### src/rtl/counter_sweep_ctrl.sv
// counter_sweep_ctrl: drives a bounded up/down counter through triangular
// sweeps lo->hi->lo with programmable dwell at each turning point.
// Optional build macro COUNT_CHECK_EN: abort the sweep with an error pulse
// when the fed-back count leaves the [lo, hi] window.
module counter_sweep_ctrl #(
    parameter int unsigned WIDTH     = 8,
    parameter int unsigned MIN_BOUND = 10,
    parameter int unsigned MAX_BOUND = 40,
    parameter int unsigned DW        = 4
) (
    input  logic             clk,
    input  logic             reset_ah_in,
    input  logic             start_in,
    input  logic             abort_in,
    input  logic [WIDTH-1:0] lo_in,
    input  logic [WIDTH-1:0] hi_in,
    input  logic [DW-1:0]    dwell_in,
    input  logic [DW-1:0]    sweeps_in,
    input  logic [WIDTH-1:0] count_in,
    output logic             load_en_out,
    output logic [WIDTH-1:0] d_out,
    output logic             ahup_aldown_out,
    output logic             busy_out,
    output logic             done_out,
    output logic             err_out
);

    typedef enum logic [2:0] {
        IDLE     = 3'd0,
        LOAD     = 3'd1,
        UP       = 3'd2,
        DWELL_HI = 3'd3,
        DOWN     = 3'd4,
        DWELL_LO = 3'd5,
        DONE     = 3'd6
    } state_t;

    localparam logic [WIDTH-1:0] MIN_V = WIDTH'(MIN_BOUND);
    localparam logic [WIDTH-1:0] MAX_V = WIDTH'(MAX_BOUND);

    state_t           state, state_next;
    logic [WIDTH-1:0] lo, lo_next, hi, hi_next;
    logic [WIDTH-1:0] lo_clamp, hi_clamp;
    logic [DW-1:0]    dwell, dwell_next;
    logic [DW-1:0]    sweeps, sweeps_next;
    logic [DW-1:0]    remain, remain_next;
    logic [DW-1:0]    dcnt, dcnt_next;
    logic             err_next;
    logic             at_hi, at_lo, out_of_range, checked_state;

    assign at_hi = (count_in == hi);
    assign at_lo = (count_in == lo);
    assign checked_state = (state == UP) || (state == DOWN) ||
                           (state == DWELL_HI) || (state == DWELL_LO);

`ifdef COUNT_CHECK_EN
    assign out_of_range = (count_in < lo) || (count_in > hi);
`else
    assign out_of_range = 1'b0;
`endif

    // Clamp requested bounds into the counter's legal range
    always_comb begin
        lo_clamp = lo_in;
        if (lo_in < MIN_V)      lo_clamp = MIN_V;
        else if (lo_in > MAX_V) lo_clamp = MAX_V;
        hi_clamp = hi_in;
        if (hi_in < MIN_V)      hi_clamp = MIN_V;
        else if (hi_in > MAX_V) hi_clamp = MAX_V;
    end

    // Next-state logic and counter-control decode (default is Hold)
    always_comb begin
        state_next      = state;
        lo_next         = lo;
        hi_next         = hi;
        dwell_next      = dwell;
        sweeps_next     = sweeps;
        remain_next     = remain;
        dcnt_next       = dcnt;
        err_next        = 1'b0;
        load_en_out     = 1'b1;
        d_out           = count_in;
        ahup_aldown_out = 1'b1;

        case (state)
            IDLE: begin
                if (start_in && !abort_in) begin
                    lo_next = lo_clamp;
                    hi_next = hi_clamp;
                    if (lo_clamp >= hi_clamp) begin
                        err_next = 1'b1;
                    end else begin
                        state_next  = LOAD;
                        dwell_next  = dwell_in;
                        sweeps_next = sweeps_in;
                        remain_next = sweeps_in;
                    end
                end
            end
            LOAD: begin
                d_out      = lo;
                state_next = UP;
            end
            UP: begin
                if (!at_hi) begin
                    load_en_out = 1'b0;
                end else if (dwell == '0) begin
                    state_next = DOWN;
                end else begin
                    state_next = DWELL_HI;
                    dcnt_next  = dwell;
                end
            end
            DWELL_HI: begin
                dcnt_next = dcnt - DW'(1);
                if (dcnt <= DW'(1)) state_next = DOWN;
            end
            DOWN: begin
                if (!at_lo) begin
                    load_en_out     = 1'b0;
                    ahup_aldown_out = 1'b0;
                end else begin
                    if (sweeps != '0) remain_next = remain - DW'(1);
                    if ((sweeps != '0) && (remain == DW'(1))) begin
                        state_next = DONE;
                    end else if (dwell == '0) begin
                        state_next = UP;
                    end else begin
                        state_next = DWELL_LO;
                        dcnt_next  = dwell;
                    end
                end
            end
            DWELL_LO: begin
                dcnt_next = dcnt - DW'(1);
                if (dcnt <= DW'(1)) state_next = UP;
            end
            DONE: begin
                state_next = IDLE;
            end
            default: begin
                state_next = IDLE;
            end
        endcase

        if (checked_state && out_of_range) begin
            state_next = IDLE;
            err_next   = 1'b1;
        end

        if ((state != IDLE) && abort_in) begin
            state_next = IDLE;
            err_next   = 1'b0;
        end
    end

    // State and sweep-parameter registers; status flags follow next state
    always_ff @(posedge clk or posedge reset_ah_in) begin
        if (reset_ah_in) begin
            state    <= IDLE;
            lo       <= '0;
            hi       <= '0;
            dwell    <= '0;
            sweeps   <= '0;
            remain   <= '0;
            dcnt     <= '0;
            busy_out <= 1'b0;
            done_out <= 1'b0;
            err_out  <= 1'b0;
        end else begin
            state    <= state_next;
            lo       <= lo_next;
            hi       <= hi_next;
            dwell    <= dwell_next;
            sweeps   <= sweeps_next;
            remain   <= remain_next;
            dcnt     <= dcnt_next;
            busy_out <= (state_next != IDLE);
            done_out <= (state_next == DONE);
            err_out  <= err_next;
        end
    end

endmodule

### config.mk
export PLATFORM = sky130hd
export DESIGN_NAME = counter_sweep_ctrl
export DESIGN_NICKNAME = d
export VERILOG_FILES = /design/src/rtl/counter_sweep_ctrl.sv
export SDC_FILE = /design/constraint.sdc
export NUM_CORES = 1
export LEC_CHECK = 0
export BUFFER_PORTS_ARGS = -buffer_cell sky130_fd_sc_hd__buf_2
export CORE_AREA = 8 8 87 104
export DETAILED_ROUTE_END_ITERATION = 8
export DIE_AREA = 0 0 95 112
export HOLD_SLACK_MARGIN = 0.05
export SYNTH_ARGS = -nofsm -noshare
export SYNTH_HDL_FRONTEND = slang
export SYNTH_SLANG_ARGS = --single-unit
### constraint.sdc
create_clock -name clk -period 2.56 [get_ports clk]
set_clock_uncertainty 0.15 [all_clocks]
set_input_delay 0.384 -clock clk [delete_from_list [all_inputs] [get_ports clk]]
set_output_delay 0.384 -clock clk [all_outputs]
set_load 0.05 [all_outputs]
==> out/qor.csv, run 1 <==
stage,metric,value,unit
power,Seq pwr share,33.2,%
power,Peak VDD IR,0.428,mV
sta,RSZ-0062 raised after global routing,true,
power,logic gate share of total power,53.2,%
global_route,initial antenna violation count,0,
power,clock power share,13.6,%
die,Die ar.,0.0106,mm²
hold_path,worst min path class,primary input to asynchronous set/reset pin,
logic_synthesis,"EDFF count, synth",0,
worst_setup_path,critical path type,primary input to flip-flop,
logic_synthesis,share of the synthesized area in the top cell type,38.2,%
sta,final hold viol count,0,
route,vias per std cell,5.00,
worst_setup_path,Critical-path top delay cell,a221oi_2,
power,pwr/cell area,959,mW/mm²
worst_setup_path,"Largest stage delay, worst path",0.34,ns
route,mean routed wirelength per cell,14.9,µm
status,failing checks,negative setup slack,
finish,layout cells sized above 1,37.4,%
power,switching part of the total,44.2,%
finish,"most common cell after layout, fill and taps aside",buf_2,
logic_synthesis,xor-xnor portion of the synthesized cell area,6.33,%
worst_setup_path,Worst Path Required,2.59,ns
logic_synthesis,Avg Synthesized Cell Area,9.40,µm²
worst_setup_path,Arrival @ worst endpoint,2.72,ns
route,antenna-violating nets left,0,
place,count of input and output buffers,48,
logic_synthesis,Syn Std Cell Area,0.00249,mm²
sta,pins over their slew limit,0,
sta,total negative slack,-1.34,ns
status,outcome,"complete, but fails checks",
logic_synthesis,dominant cells by area after synthesis,"dfrtp_1 (38%), xnor2_1 (6.3%), ha_1 (6.0%)",
logic_synthesis,Post-synth ARST share,100,%
logic_synthesis,main combinational cell family by area after synthesis,simple AND/OR/NAND/NOR gates,
clocking,clk_lat worst skew,0.29,ns
worst_setup_path,critical path startpoint category,primary input,
die,area of the core,0.00749,mm²
finish,area grow syn2layout,31.4,%
logic_synthesis,Seq cells post-synth,38,
die,chip width,95,µm
worst_setup_path,critical path peak fanout,5,
worst_setup_path,CP cell instances,buf_8 > o31ai_4 > a31oi_1 > nor3_2 > nand2_1 > ha_1 > nand2b_4 > a21oi_2 > o21ai_2 > a221oi_2 > nand2_2 > buf_6 > mux2_4,
finish,Antenna diodes,0,
sta,Max Clock Freq,0.371,GHz
sta,Final Cycle Share,105,%
logic_synthesis,post-synthesis compound-gate area fraction,17.1,%
place,Detail Placement HPWL,5200,µm
die,Top-Level Pins,49,
clocking,Clk Tree Root Cell,clkbuf_8,
route,Total Routed Length,6540,µm
power,total power,0.00314,W
logic_synthesis,main flop type after synthesis,dfrtp_1,
place,cell area after placement,0.00308,mm²
clocking,TritonCTS clock tree,yes,
clocking,CTS Buffer Depth,2,
clocking,hold_buf cts,0,
logic_synthesis,biggest area consumer among synthesized cells,dfrtp_1,
sta,fin crit period,2.69,ns
run,maxcap violations,0,
sta,endpoints failing setup,12,
global_route,GR Overflow Total,0,
route,Vias,2201,
die,Die H,112,µm
clocking,clk slew on worst S/H paths,0.07,ns
power,Pint,0.00175,W
logic_synthesis,sequential fraction of the synthesis area,38.2,%
worst_setup_path,Critical Path Sink Type,flip-flop,
global_route,first-pass GRT wire length,11200,µm
power,NetSw,0.00139,W
logic_synthesis,Ys Warns,0,
place,GP Congestion,0.832,
logic_synthesis,adder-cell share of the synthesized area,6.03,%
die,Site Rows,35,
global_route,number of global-route vias before repair,2411,
logic_synthesis,Yosys cell types,53,
power,Pleak,1.53,nW
finish,"commonest cells after routing, fill and taps aside","buf_2 (46), dfrtp_1 (38), nand2_1 (28), buf_4 (28), o21ai_0 (21)",
global_route,largest net degree at the start of global routing,39,
die,initial core utilization,33.3,%
clocking,CTS Sinks,38,
logic_synthesis,post-synthesis mux area share,9.79,%
route,Pre-antenna DRT Iters,4,
global_route,gr usage total,13.1,%
finish,NumNets Final,395,
place,pre-CTS setup slack,-0.486,ns
logic_synthesis,Post-Syn Instances,265,
sta,Final WS setup,-0.132,ns
clocking,clock buffer count from CTS,5,
finish,final standard cell area without fillers,0.00327,mm²
route,DRC,0,
route,1st-iter DRT viols,37,
logic_synthesis,Simple-Gate Fraction of Synth Area,19.0,%
clocking,htree depth,2,
==> timing repair <==
action,CTS,global route
gates resized for setup,10,10
pin swaps,1,11
buffers inserted,0,4
endpoints found under the hold margin,0,0
setup endpoints to repair,12,16
==> power by group through the flow <==
stage / Sequential (W) / Clock [W] / Combinational, W
6_report: 0.00104 / 0.000428 / 0.00167
3_5_place_dp: 0.00105 / 0 / 0.00158
3_3_place_gp: 0.00104 / 0 / 0.00154
2_1_floorplan: 0.00101 / 0 / 0.00120
5_1_grt: 0.00108 / 0.000471 / 0.00185
4_1_cts: 0.00104 / 0.000439 / 0.00160
==> synth_stat cells (4+ instances only) <==
cell type,number
inv_1,12
nand2b_1,4
ha_1,12
nor2_1,20
a21oi_1,13
nand3_1,5
nand2_1,29
dfrtp_1,38
mux2_2,11
o21ai_0,23
mux2_1,8
nor3_1,7
xnor2_1,18
and2_1,6
==> logic make-up (layout without fill, tap and decap cells) <==
family / after synthesis / in the layout
flip-flops: 38 / 38
AO/OA/AOI/OAI: 64 / 64
adder cells (fa/ha/maj): 12 / 12
XOR/XNOR: 18 / 18
AND/OR/NAND/NOR: 91 / 91
multiplexers: 22 / 22
other: 2 / 4
buffers and inverters: 18 / 99
==> registers in the layout (all words and copies together), names as in the netlist <==
signal    count
err_out       1
dwell         4
dcnt          4
done_out      1
lo            8
hi            8
state         3
sweeps        4
remain        4
busy_out      1
==> through the flow <==
stage | hold WS, ns | std cells | util (%)
final | 0.0516 | 440 | 43.7
after CTS | 0.0613 | 436 | 42.8
after floorplan | 0.320 | 267 | -
after detailed placement | 0.342 | 428 | 41.1
after global routing | 0.114 | 440 | 43.7
after global placement | 0.336 | 428 | 41.1
==> area by class of cell <==
type	instances	area [µm²]
fillers	770	4210
multi-input cells	211	1560
flip-flops and latches	38	951
repair buffers	79	509
well taps	92	115
clock buffers	7	86.3
inverters	12	45.0
clock inverters	1	5.00
==> critical path: cells and delay by family <==
kind / cells / cell delay (ns)
AOI/OAI and AO/OA: 5 / 0.90
and+or+nand+nor: 4 / 0.59
adders and majority gates: 1 / 0.28
muxes: 1 / 0.29
buffers and inverters: 2 / 0.27
==> layer usage <==
| layer | part of all wire [%] | wire length (µm) | global-route usage, % |
|---|---|---|---|
| met1 | 42 | 2750 | 15.0 |
| met2 | 51 | 3330 | 22.5 |
| met3 | 4.7 | 309 | 3.23 |
| met4 | 2.2 | 147 | 5.01 |
| met5 | 0 | 0 | 0 |
==> final timing paths <==
check                             from         to  slack (ns)  depth (start not counted)
hold / removal             reset_ah_in      hi[5]        0.05                          3
max in group asynchronous  reset_ah_in   state[0]        1.86                          3
hold reg to reg                  hi[4]      hi[4]        0.35                          2
setup / recovery              lo_in[1]  sweeps[2]       -0.13                         13
min in group clk           dwell_in[3]   dwell[3]        0.17                          2
setup reg to reg              dwell[3]   busy_out        0.34                          5
Note: power is estimated with default switching activity, not from simulation.
==> inputs of run 2 (changes only) <==
SKIP_LAST_GASP = 1   (was default)
clock period = 3.5 ns   (was 2.56 ns; I/O delays follow)
==> out/qor.csv, run 2 (same netlist as run 1, synthesis figures left out) <==
stage,metric,value,unit,change
die,Die ar.,0.0106,mm²,unchanged
power,pwr/cell area,718,mW/mm²,-25%
place,count of input and output buffers,48,,unchanged
clocking,TritonCTS clock tree,yes,,
sta,pins over their slew limit,0,,unchanged
run,maxcap violations,0,,unchanged
finish,multi-input logic area,0.00147,mm²,-6.1%
finish,"commonest cells after routing, fill and taps aside","buf_2 (48), dfrtp_1 (38), nand2_1 (29)",,
die,area of the core,0.00749,mm²,unchanged
clocking,CTS resizes,0,,-10
route,mean routed wirelength per cell,14.5,µm,-2.1%
finish,"most common cell after layout, fill and taps aside",buf_2,,
sta,endpoints failing setup,0,,-12
route,antenna-violating nets left,0,,unchanged
clocking,CTS Sinks,38,,unchanged
worst_setup_path,critical path type,primary input to flip-flop,,
power,Pleak,1.31,nW,-14%
sta,Max Clock Freq,0.332,GHz,
global_route,gr usage total,12.0,%,-1.1 points
worst_setup_path,Worst R2R End,done_out,,
finish,NumNets Final,366,,-7.3%
finish,Antenna diodes,0,,unchanged
die,Die H,112,µm,unchanged
die,chip width,95,µm,unchanged
global_route,number of global-route vias before repair,2240,,-7.1%
clocking,Clk Tree Root Cell,clkbuf_8,,
worst_setup_path,reg2reg start,dcnt[0],,
place,GP Congestion,0.799,,-4.0%
worst_setup_path,Reg2Reg Depth,7,,+2
clocking,hold_buf cts,0,,unchanged
hold_path,worst min path class,primary input to asynchronous set/reset pin,,
worst_setup_path,critical path peak fanout,5,,unchanged
route,vias per std cell,5.15,,+2.9%
global_route,initial antenna violation count,0,,unchanged
clocking,clk_lat worst skew,0.29,ns,about the same
route,Pre-antenna DRT Iters,5,,+1
sta,Rel. slew slack,48.7,%,
clocking,clock buffer count from CTS,5,,unchanged
sta,final hold viol count,0,,unchanged
global_route,first-pass GRT wire length,10300,µm,-8.1%
global_route,met2 usage,20.4,%,-2.1 points
worst_setup_path,r2r setup slk,1.17,ns,+0.83 ns
status,outcome,"complete, no violations",,
worst_setup_path,Arrival @ worst endpoint,3.08,ns,+0.36 ns
sta,fin crit period,3.02,ns,
finish,FILL cells,782,,+1.6%
global_route,largest net degree at the start of global routing,39,,unchanged
global_route,M1 GR Usage,13.9,%,-1.1 points
worst_setup_path,critical path startpoint category,primary input,,
clocking,CTS Buffer Depth,2,,unchanged
clocking,clk slew on worst S/H paths,0.07,ns,about the same
die,Site Rows,35,,unchanged
sta,RSZ-0062 raised after global routing,false,,
route,Vias,2111,,-4.1%
global_route,GR Overflow Total,0,,unchanged
place,Detail Placement HPWL,4730,µm,-9.0%
die,Top-Level Pins,49,,unchanged
finish,register cell area after layout,951,µm²,unchanged
sta,Slew @ Worst Pin,0.763,ns,
finish,final standard cell area without fillers,0.00291,mm²,-11%
finish,area grow syn2layout,16.9,%,
finish,layout cells sized above 1,25.5,%,-12 points
worst_setup_path,Critical Path Sink Type,flip-flop,,
global_route,M3 GR Usage,2.76,%,-0.47 points
worst_setup_path,Worst Path Required,3.57,ns,+0.98 ns
clocking,htree depth,2,,unchanged
global_route,GRT busiest layer,met2,,
power,Peak VDD IR,0.216,mV,-49%
die,initial core utilization,33.3,%,unchanged
sta,Hold Slack,0.185,ns,+0.133 ns
place,cell area after placement,0.00283,mm²,-8.0%
sta,total negative slack,0,ns,+1.34 ns
route,1st-iter DRT viols,123,,+230%
route,Total Routed Length,5960,µm,-8.8%
clocking,post-CTS setup buffers,0,,unchanged
sta,Final Cycle Share,86.1,%,
route,DRC,0,,unchanged
finish,largest registers,"hi: 8 flops, lo: 8 flops",,
run 2: cell types whose count changed in the layout (fill, tap and decap cells not counted), moves of 2 or more:
cell | before | now
a21oi_1 | 8 | 13
a21oi_2 | 5 | 0
buf_2 | 46 | 48
buf_4 | 28 | 2
buf_6 | 3 | 0
mux2_1 | 0 | 8
mux2_4 | 8 | 0
o21ai_0 | 21 | 23
run 2: final cells by class:
class	count	area share, %
Timing Repair Buffer	50	8.76
Tap cell	92	3.95
Multi-Input combinational cell	211	50.4
Clock buffer	5	2.36
Inverter	12	1.55
Sequential cell	38	32.6
Clock inverter	2	0.344
run 2: how the worst max path moves through the flow:
stage	from	to	slack (ns)	cells after the start
6_report	lo_in[1]	remain[1]	0.48	13
5_1_grt	lo_in[1]	remain[1]	0.21	13
4_1_cts	lo_in[1]	remain[1]	0.48	13
3_5_place_dp	lo_in[1]	sweeps[3]	0.18	13
3_3_place_gp	lo_in[1]	remain[1]	0.25	13
2_1_floorplan	count_in[4]	load_en_out	0.58	5
run 2: routing by layer:
layer | up-vias | share of wire, %
li1 | 1040 | -
met1 | 996 | 43
met2 | 63 | 50
met3 | 12 | 4.2
met4 | 0 | 2.3
met5 | - | 0
run 2: critical path: stages:
cell and delay [ns]:
buf_2 0.11, o31ai_1 0.22, a31oi_1 0.11, nor3_1 0.17, nand2_1 0.10, ha_1 0.29, nand2b_1 0.14, a21oi_1 0.16
o21ai_1 0.11, a221oi_2 0.38, nand2_1 0.18, a21oi_1 0.38, mux2i_1 0.22
run 2: report_power, final:
group / internal [W] / switching, W / total, W
Combinational: 0.000391 / 0.000654 / 0.00105
Sequential: 0.000606 / 0.000151 / 0.000757
Clock: 0.000134 / 0.000154 / 0.000288
Total: 0.00113 / 0.000959 / 0.00209
run 2: per-stage QoR:
stage / instances / utilization, % / setup WS (ns) / power (W)
after detailed placement: 403 / 37.8 / 0.175 / 0.00181
after global routing: 410 / 38.9 / 0.206 / 0.00227
after CTS: 410 / 38.9 / 0.477 / 0.00211
final: 410 / 38.9 / 0.485 / 0.00209
after floorplan: 267 / - / 0.581 / 0.00157
after global placement: 403 / 37.8 / 0.248 / 0.00179
